[src/rtl/sr_pulse_pkg.sv]
// sr_pulse_pkg: shared FSM state type and default timing constants for the SR pulse controller
package sr_pulse_pkg;
   typedef enum logic [1:0] {IDLE, SET_PULSE, RST_PULSE} state_e;
   localparam int DEF_DEBOUNCE_CYCLES = 16;
   localparam int DEF_PULSE_CYCLES = 4;
endpackage

[src/rtl/sr_debounce_ch.sv]
// sr_debounce_ch: synchronise, debounce and rise-detect one raw push-button input
module sr_debounce_ch
   import sr_pulse_pkg::*;
#(
   parameter int DEBOUNCE_CYCLES = DEF_DEBOUNCE_CYCLES
) (
   input  logic clk,
   input  logic rst,
   input  logic btn_i,
   output logic press_o
);
   localparam int CW = $clog2(DEBOUNCE_CYCLES + 1);
   logic sync1_q, sync2_q, lvl_q, lvl_d, prev_q;
   logic [CW-1:0] cnt_q, cnt_d;
   // count cycles of disagreement; accept the new level once it has held long enough
   always_comb begin
      lvl_d = lvl_q;
      cnt_d = '0;
      if (sync2_q != lvl_q) begin
         if (cnt_q == CW'(DEBOUNCE_CYCLES - 1)) lvl_d = sync2_q;
         else cnt_d = cnt_q + CW'(1);
      end
   end
   // synchroniser, debounce state and previous level for edge detection
   always_ff @(posedge clk or posedge rst) begin
      if (rst) begin
         sync1_q <= 1'b0;
         sync2_q <= 1'b0;
         cnt_q   <= '0;
         lvl_q   <= 1'b0;
         prev_q  <= 1'b0;
      end else begin
         sync1_q <= btn_i;
         sync2_q <= sync1_q;
         cnt_q   <= cnt_d;
         lvl_q   <= lvl_d;
         prev_q  <= lvl_q;
      end
   end
   assign press_o = lvl_q & ~prev_q;
endmodule

[src/rtl/sr_pulse_ctrl.sv]
// sr_pulse_ctrl: turn debounced button presses into exclusive fixed-width active-low S/R pulses
module sr_pulse_ctrl
   import sr_pulse_pkg::*;
#(
   parameter int DEBOUNCE_CYCLES = DEF_DEBOUNCE_CYCLES,
   parameter int PULSE_CYCLES    = DEF_PULSE_CYCLES
) (
   input  logic clk,
   input  logic rst,
   input  logic set_btn,
   input  logic reset_btn,
   output logic S,
   output logic R,
   output logic busy,
   output logic conflict
);
   localparam int PW = $clog2(PULSE_CYCLES + 1);
   logic set_ev, rst_ev;
   state_e state_q, state_d;
   logic [PW-1:0] pcnt_q, pcnt_d;
   logic s_q, s_d, r_q, r_d, busy_q, busy_d, conflict_q, conflict_d;
   sr_debounce_ch #(.DEBOUNCE_CYCLES(DEBOUNCE_CYCLES)) u_set (
      .clk(clk), .rst(rst), .btn_i(set_btn), .press_o(set_ev)
   );
   sr_debounce_ch #(.DEBOUNCE_CYCLES(DEBOUNCE_CYCLES)) u_rst (
      .clk(clk), .rst(rst), .btn_i(reset_btn), .press_o(rst_ev)
   );
   // next state and output values; outputs derive from the next state so they are registered
   always_comb begin
      state_d    = state_q;
      pcnt_d     = '0;
      conflict_d = 1'b0;
      if (state_q == IDLE) begin
         state_d    = (set_ev && !rst_ev) ? SET_PULSE : (rst_ev && !set_ev) ? RST_PULSE : IDLE;
         conflict_d = set_ev && rst_ev;
      end else if (pcnt_q == PW'(PULSE_CYCLES - 1)) state_d = IDLE;
      else pcnt_d = pcnt_q + PW'(1);
      s_d    = state_d != SET_PULSE;
      r_d    = state_d != RST_PULSE;
      busy_d = state_d != IDLE;
   end
   // state, pulse counter and output registers; reset forces the latch inputs idle at once
   always_ff @(posedge clk or posedge rst) begin
      if (rst) begin
         state_q    <= IDLE;
         pcnt_q     <= '0;
         s_q        <= 1'b1;
         r_q        <= 1'b1;
         busy_q     <= 1'b0;
         conflict_q <= 1'b0;
      end else begin
         state_q    <= state_d;
         pcnt_q     <= pcnt_d;
         s_q        <= s_d;
         r_q        <= r_d;
         busy_q     <= busy_d;
         conflict_q <= conflict_d;
      end
   end
   assign S        = s_q;
   assign R        = r_q;
   assign busy     = busy_q;
   assign conflict = conflict_q;
endmodule

[config.mk]
export PLATFORM = sky130hd
export DESIGN_NAME = sr_pulse_ctrl
export DESIGN_NICKNAME = d
export VERILOG_FILES = /design/src/rtl/sr_pulse_pkg.sv /design/src/rtl/sr_debounce_ch.sv /design/src/rtl/sr_pulse_ctrl.sv
export SDC_FILE = /design/constraint.sdc
export NUM_CORES = 1
export LEC_CHECK = 0
export ABC_AREA = 0
export CAP_MARGIN = 10
export CORE_MARGIN = 2
export CORE_UTILIZATION = 40
export CTS_BUF_LIST = sky130_fd_sc_hd__clkbuf_4
export CTS_CLUSTER_DIAMETER = 60
export CTS_CLUSTER_SIZE = 40
export DETAILED_ROUTE_END_ITERATION = 16
export PLACE_DENSITY = 0.59
export RECOVER_POWER = 25
export SLEW_MARGIN = 20
export SYNTH_ARGS = -nofsm -noshare
export SYNTH_HDL_FRONTEND = slang
export SYNTH_HIERARCHICAL = 1
export SYNTH_SLANG_ARGS = --single-unit
[constraint.sdc]
create_clock -name clk -period 2.1 [get_ports clk]
set_clock_uncertainty 0.15 [all_clocks]
set_input_delay 0.42 -clock clk [delete_from_list [all_inputs] [get_ports clk]]
set_output_delay 0.42 -clock clk [all_outputs]
set_load 0.01 [all_outputs]
==> summary.txt <==
Io pins -> 8
Share of cells above drive strength 1 -> 13.83%
Crit path time final -> 1938 ps
Met2 wire length -> 714 um
Met1 Routed Length -> 615 um
CTS tree -> built
Instance count on the critical path -> 1
Die Span Y -> 55.05 um
Startpoint types -> register
Critical path class -> register to primary output
Total negative slack -> 0 ps
Area grow syn2layout -> 12.97%
Drc violations -> 0
DRT Pass-1 Iters -> 4
Fillers -> 246
Max-slew violation count -> 0
Synth warn -> 6
Internal reg-to-reg setup slack -> 700 ps
ANT nets after route -> 0
Fin crit share -> 92.28%
Placed Area -> 0.001150 mm^2
CTS Sinks -> 27
Detail Route met3 WL -> 38 um
Final nets -> 102
Crit path cell chain -> clkdlybuf4s50_1
Power Dens Cells -> 686.0 mW/mm^2
WP data arrival -> 1370 ps
Worst path slowest cell -> dfstp_2
Multi-input gate area -> 345.3 um^2
Starting Density -> 42.07%
Yosys cell types -> 23
Worst r2r dst -> u_set/lvl_q
Final setup vio count -> 0
Post-cts resize count -> 0
Vias in the first global route -> 561
Sequential-to-total area share from yosys stat -> 65.07%
Drt wl/cell -> 11.15 um
Die Wd -> 55.05 um
Clk_lat worst skew -> 310 ps
Sum of buffers and inverters on the critical path -> 1
GRT Residual Overflow -> 0
Clock-pin slew on the worst setup and hold paths -> 140 ps
Post-Route WL -> 1383 um
Unrepaired setup endpoints after global routing -> no
Max H-tree Level -> 1
Register area -> 678.2 um^2
Syn Inst Count -> 83
Reg2reg start -> u_set/cnt_q[0]
Crit end category -> primary output
CP required -> 1530 ps
Detailed Place HPWL -> 1100 um
RD Place Congestion -> 0.7099
Ys flop type -> dfrtp_1
CP delay by family, top -> flip-flops
Ys async rst share -> 100.0%
First-pass GRT wire length -> 2359 um
CP Capture Point -> R
Postcts setup bufs -> 0
Site row count -> 18
Core area -> 0.002477 mm^2
Status -> finished clean
Gr usage total -> 11.38%
Relative slew slack -> 77.95%
Diodes inserted -> 0
Via count -> 580
IO Port Bufs -> 7
Number of flops mapped to enable cells by yosys -> 0
Min-Delay Path Class -> register to register
Worst slew pin tran -> 330.4 ps
Initial DRC Count -> 4
Worst Setup SP -> R
Top sig layer -> met4
MaxCap Viol Count -> 0
CP Max Fanout -> 1
Lkg Pwr -> 0.6002 nW
Largest net degree at the start of global routing -> 16
Initial antenna violation count -> 0
Register bit count reported by yosys -> 27
VDD IR max -> 0.3477 mV
Cts bufs inserted -> 3
Synth Area per Inst -> 12.56 um^2
# hold bufs at CTS -> 0
Final Instance Area -> 0.001177 mm^2
Die ar. -> 0.003030 mm^2
Post-synthesis cell area -> 0.001042 mm^2
FF-to-FF path depth -> 4
Post-Syn Nets -> 90
Vias per Instance -> 4.677
Peak Freq -> 0.5160 GHz
Final hold violations -> 0
CTS Root Cell -> clkbuf_4
Clock Tree Buf Depth -> 2
Critical Path Max Stage Delay -> 540 ps
cell families after synthesis:
group	share of synthesized area, %
buffers and inverters	1.801
adder cells (fa/ha/maj)	3.602
AO/OA/AOI/OAI	4.682
XOR/XNOR	5.042
AND/OR/NAND/NOR	17.65
flip-flops	65.07
multiplexers	2.161
power by group:
| part | total [mW] | switching (mW) | internal [mW] |
|---|---|---|---|
| logic | 0.0465 | 0.0266 | 0.0198 |
| registers | 0.548 | 0.0108 | 0.538 |
| clock network | 0.213 | 0.142 | 0.0711 |
cells in the final DEF, fill, tap and decap left out, drive strengths merged:
master and instances:
o21ai 4, clkbuf 3, or2 3, inv 5
and2 2, clkinv 1, dlygate4sd3 3, a31oi 1
a21o 2, nand3 4, nand2b 3, mux2 2
clkdlybuf4s50 4, and3 4, dfstp 2, dfrtp 25
xor2 6, nor3b 1, nor2 11, nand2 3
nor2b 2, ha 3
stage by stage:
stage          util [%]  power (mW)  setup WS [ps]  std cells  hold slack, ps
2_1_floorplan         -      0.5890          782.7         83           96.49
3_3_place_gp      46.41      0.6059          515.2        120           185.4
3_5_place_dp      46.41      0.6076          516.6        120           186.4
4_1_cts           47.53      0.8271          141.9        124           218.6
5_1_grt           47.53      0.8484          107.9        124           228.4
6_report          47.53      0.8076          162.1        124           214.3
worst min path at each step:
| stage | end | startpoint | depth (start not counted) |
|---|---|---|---|
| final | u_rst/sync2_q | u_rst/sync1_q | 0 |
| after global placement | u_set/sync2_q | u_set/sync1_q | 0 |
| after detailed placement | u_rst/sync2_q | u_rst/sync1_q | 0 |
| after global routing | u_rst/sync2_q | u_rst/sync1_q | 0 |
| after CTS | u_rst/sync2_q | u_rst/sync1_q | 0 |
| after floorplan | busy | rst | 1 |
synth_stat cells (3+ instances only):
cell type | n | area share (%)
and3_1 | 3 | 1.8
dfrtp_1 | 25 | 60
ha_1 | 3 | 3.6
inv_1 | 5 | 1.8
nand2_1 | 3 | 1.1
nand2b_1 | 3 | 1.8
nor2_1 | 9 | 3.2
xor2_1 | 6 | 5.0
per-layer routing:
metal | GRT usage, % | vias to the layer above
li1 | - | 287
met1 | 13.64 | 283
met2 | 19.05 | 8
met3 | 2.419 | 2
met4 | 6.098 | 0
met5 | 0 | -
cell type report:
cell class                      instances  area share (%)
Timing Repair Buffer                    7           5.951
Clock buffer                            3           1.913
Clock inverter                          1          0.4251
Multi-Input combinational cell         51           29.33
Inverter                                5           1.594
Sequential cell                        27           57.60
Tap cell                               30           3.188
flip-flops by register name, indices dropped and copies added, names as in the netlist, 2 cells and up:
signal,cells
u_set/cnt_q,5
state_q,2
pcnt_q,3
u_rst/cnt_q,5
No activity file was read; power rests on OpenSTA's default activity.
